$ cat src/rtl/mem_arbiter.sv
// Round-robin two-master arbiter for the valid/ready memory bus.
// The grant is held for a whole transaction, and a watchdog ends any access that the slave never acknowledges.
module mem_arbiter #(
  parameter int unsigned TIMEOUT_CYCLES = 255
) (
  input  logic        clk,
  input  logic        reset,
  input  logic        m0_valid,
  input  logic        m0_instr,
  input  logic [31:0] m0_addr,
  input  logic [31:0] m0_wdata,
  input  logic [3:0]  m0_wstrb,
  output logic        m0_ready,
  output logic [31:0] m0_rdata,
  input  logic        m1_valid,
  input  logic [31:0] m1_addr,
  input  logic [31:0] m1_wdata,
  input  logic [3:0]  m1_wstrb,
  output logic        m1_ready,
  output logic [31:0] m1_rdata,
  output logic        s_valid,
  output logic        s_instr,
  output logic [31:0] s_addr,
  output logic [31:0] s_wdata,
  output logic [3:0]  s_wstrb,
  input  logic        s_ready,
  input  logic [31:0] s_rdata,
  output logic        owner,
  output logic        timeout
);

  localparam int unsigned CW = $clog2(TIMEOUT_CYCLES + 1);
  localparam logic [CW-1:0] LAST_COUNT = CW'(TIMEOUT_CYCLES - 1);

  typedef enum logic [1:0] {IDLE, BUSY, DONE} state_t;

  state_t        state;
  logic [CW-1:0] count;
  logic          pick_m1;

  // A tie goes to the master that did not win last time.
  always_comb begin
    pick_m1 = m1_valid;
    if (m0_valid && m1_valid) pick_m1 = ~owner;
  end

  // NOTE: all state lives in one clocked block with non-blocking assignments, so every
  // register reads the pre-edge value of every other register regardless of statement order.
  always_ff @(posedge clk or posedge reset) begin
    if (reset) begin
      state    <= IDLE;
      owner    <= 1'b1;
      count    <= '0;
      s_valid  <= 1'b0;
      s_instr  <= 1'b0;
      s_addr   <= '0;
      s_wdata  <= '0;
      s_wstrb  <= '0;
      m0_ready <= 1'b0;
      m1_ready <= 1'b0;
      m0_rdata <= '0;
      m1_rdata <= '0;
      timeout  <= 1'b0;
    end else begin
      // NOTE: the ready and timeout pulses default low every cycle and are raised only on
      // the completing edge, which guarantees they last exactly one cycle.
      m0_ready <= 1'b0;
      m1_ready <= 1'b0;
      timeout  <= 1'b0;
      case (state)
        IDLE: begin
          if (m0_valid || m1_valid) begin
            owner   <= pick_m1;
            s_instr <= pick_m1 ? 1'b0 : m0_instr;
            s_addr  <= pick_m1 ? m1_addr  : m0_addr;
            s_wdata <= pick_m1 ? m1_wdata : m0_wdata;
            s_wstrb <= pick_m1 ? m1_wstrb : m0_wstrb;
            count   <= '0;
            s_valid <= 1'b1;
            state   <= BUSY;
          end
        end
        BUSY: begin
          if (s_ready || count == LAST_COUNT) begin
            // A watchdog termination returns zero data to the master.
            s_valid <= 1'b0;
            timeout <= ~s_ready;
            state   <= DONE;
            if (owner) begin
              m1_ready <= 1'b1;
              m1_rdata <= s_ready ? s_rdata : 32'h0;
            end else begin
              m0_ready <= 1'b1;
              m0_rdata <= s_ready ? s_rdata : 32'h0;
            end
          end else begin
            count <= count + CW'(1);
          end
        end
        DONE:    state <= IDLE;
        default: state <= IDLE;
      endcase
    end
  end

endmodule

$ cat config.mk
export PLATFORM = sky130hd
export DESIGN_NAME = mem_arbiter
export DESIGN_NICKNAME = d
export VERILOG_FILES = /design/src/rtl/mem_arbiter.sv
export SDC_FILE = /design/constraint.sdc
export NUM_CORES = 1
export LEC_CHECK = 0
export ABC_AREA = 1
export CORE_AREA = 2 2 126 128
export DETAILED_ROUTE_END_ITERATION = 10
export DIE_AREA = 0 0 128 130
export PLACE_DENSITY = 0.88
export SKIP_LAST_GASP = 1
export SYNTH_ARGS = -nofsm -noshare
export SYNTH_HDL_FRONTEND = slang
export SYNTH_SLANG_ARGS = --single-unit
export TNS_END_PERCENT = 50
$ cat constraint.sdc
create_clock -name clk -period 8.6 [get_ports clk]
set_clock_uncertainty 0.1 [all_clocks]
set_input_delay 1.72 -clock clk [delete_from_list [all_inputs] [get_ports clk]]
set_output_delay 1.72 -clock clk [all_outputs]
set_load 0.005 [all_outputs]
# [Word level (Yosys, flattened, before mapping)]
# Index checks and enable logic that the tools add are counted.
[totals] regBits=148 input_bits=174 out_inout_bits=138
[op_classes] add_sub_neg=1 eq_ne=5 n_mux=23 bitwise=2 n_reduce_logical=11
[op_table] cell="32-bit 2-to-1 mux" n=3
[op_table] cell="8-bit 2-to-1 mux" n=2
[op_table] cell="8-bit case mux with 2 select lines" n=1
[op_table] cell="1-bit 2-to-1 mux" n=12
[op_table] cell="3-bit AND reduction" n=4
[op_table] cell="8-bit by 1-bit adder with 8-bit output (second input constant)" n=1
[op_table] cell="8-bit == test (second input constant)" n=1
[op_table] cell="2-bit inequality test (second input constant)" n=3
[op_table] cell="2-bit 2-to-1 mux" n=2
[op_table] cell="4-bit 2-to-1 mux" n=1
[op_table] cell="2-bit case mux with 2 select lines" n=1
[op_table] cell="2-bit AND reduction" n=2
[op_table] cell="2-bit by 1-bit == test with 1-bit output (second input constant)" n=1
[op_table] cell="2-bit logical NOT" n=1
[op_table] cell="1-bit logical OR" n=2
[op_table] cell="1-bit inverter" n=2
[op_table] cell="1-bit case mux with 2 select lines" n=1
[op_table] cell="2-bit nonzero test" n=1
[op_table] cell="1-bit logical AND" n=1

# [Logic depth before layout (Yosys ltp)]
[depth] word_depth=4 ltp_mapped=11 mapped_depth_nobuf=9

# [Least setup slack after synthesis]
# No wires, ideal clock.
[synth_timing] kind="in2reg" from="input s_ready" to="register m0_rdata[2]" arrival_ns=2.553 t_required_ns=8.370 path_slack_ns=5.816 path_stages=8 path_buffers=3 cell_sequence="clkbuf_1 inv_1 nand2_4 nand3_2 buf_6 buf_6 nand2_1 o21ai_1"
[synth_between] elab_chain_cells=2
[synth_rtl] element="from (decl)" line="26" text="input logic s_ready,"
[synth_rtl] element="1-bit logical OR" line="84" text="if (s_ready || count == LAST_COUNT) begin"
[synth_rtl] element="3-bit AND reduction (no source line)"
[synth_rtl] element="to (signal assigned)" line="94" text="m0_rdata <= s_ready ? s_rdata : 32'h0;"
[synth_rtl] element="to (decl)" line="14" text="output logic [31:0] m0_rdata,"
# Several ways; a longest one is shown, not always the timed one.
# A chain may end at the register's enable or synchronous reset.

# [Worst setup path in the final report]
[layout_timing] from="input m0_valid" to="register s_addr[3]"
[layout_between] elab_chain_cells=3
[layout_rtl] element="from (decl)" line="8" text="input logic m0_valid,"
[layout_rtl] element="1-bit logical AND" line="44" text="if (m0_valid && m1_valid) pick_m1 = ~owner;"
[layout_rtl] element="1-bit 2-to-1 mux" line="44"
[layout_rtl] element="32-bit 2-to-1 mux" line="75" text="s_addr <= pick_m1 ? m1_addr : m0_addr;"
[layout_rtl] element="to (signal assigned)" line="75"
[layout_rtl] element="to (decl)" line="23" text="output logic [31:0] s_addr,"
# Several ways; a longest one is shown, not always the timed one.

==> results.py <==
metrics = {
    "global_routing": {
        "grt_antenna_before_repair": 0,
        "grt_max_degree": 90,
        "grt_pass1_wl_mm": 30.1,
        "track_usage": 0.233,
        "grt_pass1_vias": 5933,
        "grt-ovfl-total": 0,
    },
    "pwr": {
        "seqPwrFrac": 0.358,
        "combPwrFrac": 0.423,
        "switching_share": 0.333,
        "p_per_area_mw_per_mm2": 320,
        "switchingPower_mw": 1.10,
        "power.internal_mw": 2.20,
        "design_power_total_mw": 3.29,
        "p_clk_frac": 0.220,
        "peakVddDrop_mv": 0.139,
        "p_leak_nw": 4.39,
    },
    "placement": {
        "placed_cells": 1183,
        "portBuffers": 311,
        "place.gp.congestion": 0.814,
        "dp_hpwl_mm": 13.8,
    },
    "synth": {
        "synth_seq_area_share": 0.564,
        "avgSynthCellArea_um2": 9.10,
        "ys_warn_count": 0,
        "yosysUniqueCellTypes": 22,
        "syn_inst": 722,
        "synth_edf_count": 0,
        "ys_async_sr_fraction": 1.00,
        "synthFlopType": "dfrtp_1",
        "netlist_area_mm2": 0.00657,
        "synth_nets": 898,
        "synth_seq_cells": 148,
    },
    "sta": {
        "rsz0062_at_grt": "false",
        "layout_min_cycle_time_ns": 3.88,
        "slew_headroom": 0.333,
        "setup_viol": 0,
        "tns_ns": 0,
        "final_max_slew_viol_count": 0,
        "clock.fmax_mhz": 257,
        "finalHoldViolations": 0,
        "post-route-period-util": 0.452,
        "max_slew.worst_pin.slew_ns": 1.00,
    },
    "final_layout": {
        "final_cells": 1215,
        "final_common_cell": "clkdlybuf4s50_1",
        "diodes": 0,
        "areaGrowthSynthToFinish_pct": 56.6,
        "nets": 1186,
        "drive_gt1_frac": 0.131,
        "fillers": 1186,
        "mostFrequentLayoutCells": "311 x clkdlybuf4s50_1, 163 x nand2_1, 147 x dfrtp_1",
    },
    "floorplanning": {
        "die_h_um": 130,
        "initial_core_util": 0.426,
        "die-area_mm2": 0.0166,
        "pin_count": 312,
        "rows": 46,
        "die_w_um": 128,
        "core_mm2": 0.0154,
    },
    "detailed_routing": {
        "first_iter_violations": 342,
        "routed_via_density": 5.01,
        "drt_wl_total_mm": 19.4,
        "via_count": 6087,
        "ant_nets": 0,
        "drc": 0,
        "post_drt_wl_per_cell_um": 16.0,
        "drtPass1Iterations": 7,
    },
    "clocking": {
        "cts_setup_buffers": 0,
        "numCtsBuffers": 17,
        "clockBufferDepth": 2,
        "cts.clk_slew.worst_paths_ns": 0.06,
        "clock_latency_ns": 0.41,
        "root_buffer": "clkbuf_16",
        "cts_resized": 0,
        "cts.sinks": 148,
        "htreeDepth": 4,
        "cts_tree": "built",
        "holdBufCountCts": 0,
    },
    "min_path": {
        "hold_path_class": "reg2reg",
        "min_to": "m0_rdata[21]",
        "hold_start": "m0_rdata[21]",
        "hold_depth": 2,
    },
    "critical_path": {
        "path_max_fanout": 70,
        "rr_endpoint": "s_addr[3]",
        "required_ns": 8.79,
        "crit_arrival_ns": 4.07,
        "r2r-start": "owner",
        "worstSetupPathType": "in2reg",
        "end_kind": "flop",
        "r2r_setup_slack_ns": 5.91,
        "cp-start-kind": "input pin",
        "worstRegToRegCells": 6,
    },
    "status": {
        "status": "complete, no violations",
    },
    "run": {
        "drv_cap": 0,
    },
}
-- flip-flops by register name, indices dropped and copies added (netlist names), 2 cells and up --
name,flops
m0_rdata,32
m1_rdata,32
s_addr,32
s_wdata,32
count,8
s_wstrb,4
state,2
-- synth_stat cells, types with 8 or more instances --
cell type	instances	area share
o21ai_1	50	0.038
nor2_1	80	0.046
o21ai_2	46	0.061
nand3_1	11	0.0084
o21ai_0	107	0.082
inv_1	11	0.0063
buf_2	8	0.0061
nand2_2	40	0.038
buf_6	12	0.021
clkbuf_1	27	0.015
dfrtp_1	147	0.56
nand2_1	164	0.094
-- stage by stage --
| stage | setup WS [ns] | area (um^2) | util | hold slack (ns) |
|---|---|---|---|---|
| floorplan | 2.80 | 6570 | - | 0.365 |
| global placement | 4.31 | 9710 | 0.629 | 0.364 |
| detailed placement | 4.28 | 9710 | 0.629 | 0.367 |
| CTS | 4.71 | 10300 | 0.667 | 0.383 |
| global route | 4.54 | 10300 | 0.667 | 0.396 |
| finish | 4.72 | 10300 | 0.667 | 0.379 |
-- worst max-delay path: stages --
cell	delay (ns)
clkdlybuf4s50_1	0.48
nand2_1	0.07
nand2_2	0.05
buf_4	0.57
inv_2	0.59
o21ai_0	0.40
o21ai_0	0.13
-- logic make-up (layout without fill, tap and decap cells) --
| group | Yosys count | after routing | synth area share |
|---|---|---|---|
| AND/OR/NAND/NOR | 305 | 305 | 0.198 |
| AO/OA/AOI/OAI | 205 | 205 | 0.183 |
| flip-flops | 148 | 148 | 0.564 |
| buffers and inverters | 62 | 363 | 0.0507 |
| adder cells (fa/ha/maj) | 2 | 2 | 0.00381 |
-- area by class of cell --
cell class,instances,area (um^2),share of cell area
repair buffers,316,3150,0.306
multi-input cells,512,2550,0.248
clock inverters,12,131,0.0128
well taps,192,240,0.0234
inverters,15,61.3,0.00596
flip-flops and latches,148,3700,0.360
clock buffers,20,447,0.0434
-- worst max-delay path by stage --
stage	end	cells past startpoint	start	slack [ns]
floorplan	count[0]	1	reset	2.80
global placement	s_addr[8]	7	m0_valid	4.31
detailed placement	s_addr[3]	7	m0_valid	4.28
CTS	s_addr[3]	7	m0_valid	4.71
global route	s_wdata[5]	7	m0_valid	4.54
finish	s_addr[3]	7	m0_valid	4.72
-- per-layer routing --
metal	vias to the layer above	part of all wire	GRT usage	wire [um]
met2	255	0.50	0.402	9740
met3	41	0.088	0.0857	1720
li1	2934	-	-	-
met5	-	0	0	0
met4	0	0.031	0.0905	610
met1	2857	0.38	0.264	7360
-- power groups by stage --
stage | registers [mW] | clock network, mW | logic (mW)
global route | 1.21 | 0.768 | 1.52
global placement | 1.17 | 0 | 1.37
detailed placement | 1.19 | 0 | 1.41
finish | 1.18 | 0.724 | 1.39
CTS | 1.18 | 0.737 | 1.41
floorplan | 1.19 | 0 | 0.568
(Power assumes the default switching activity.)
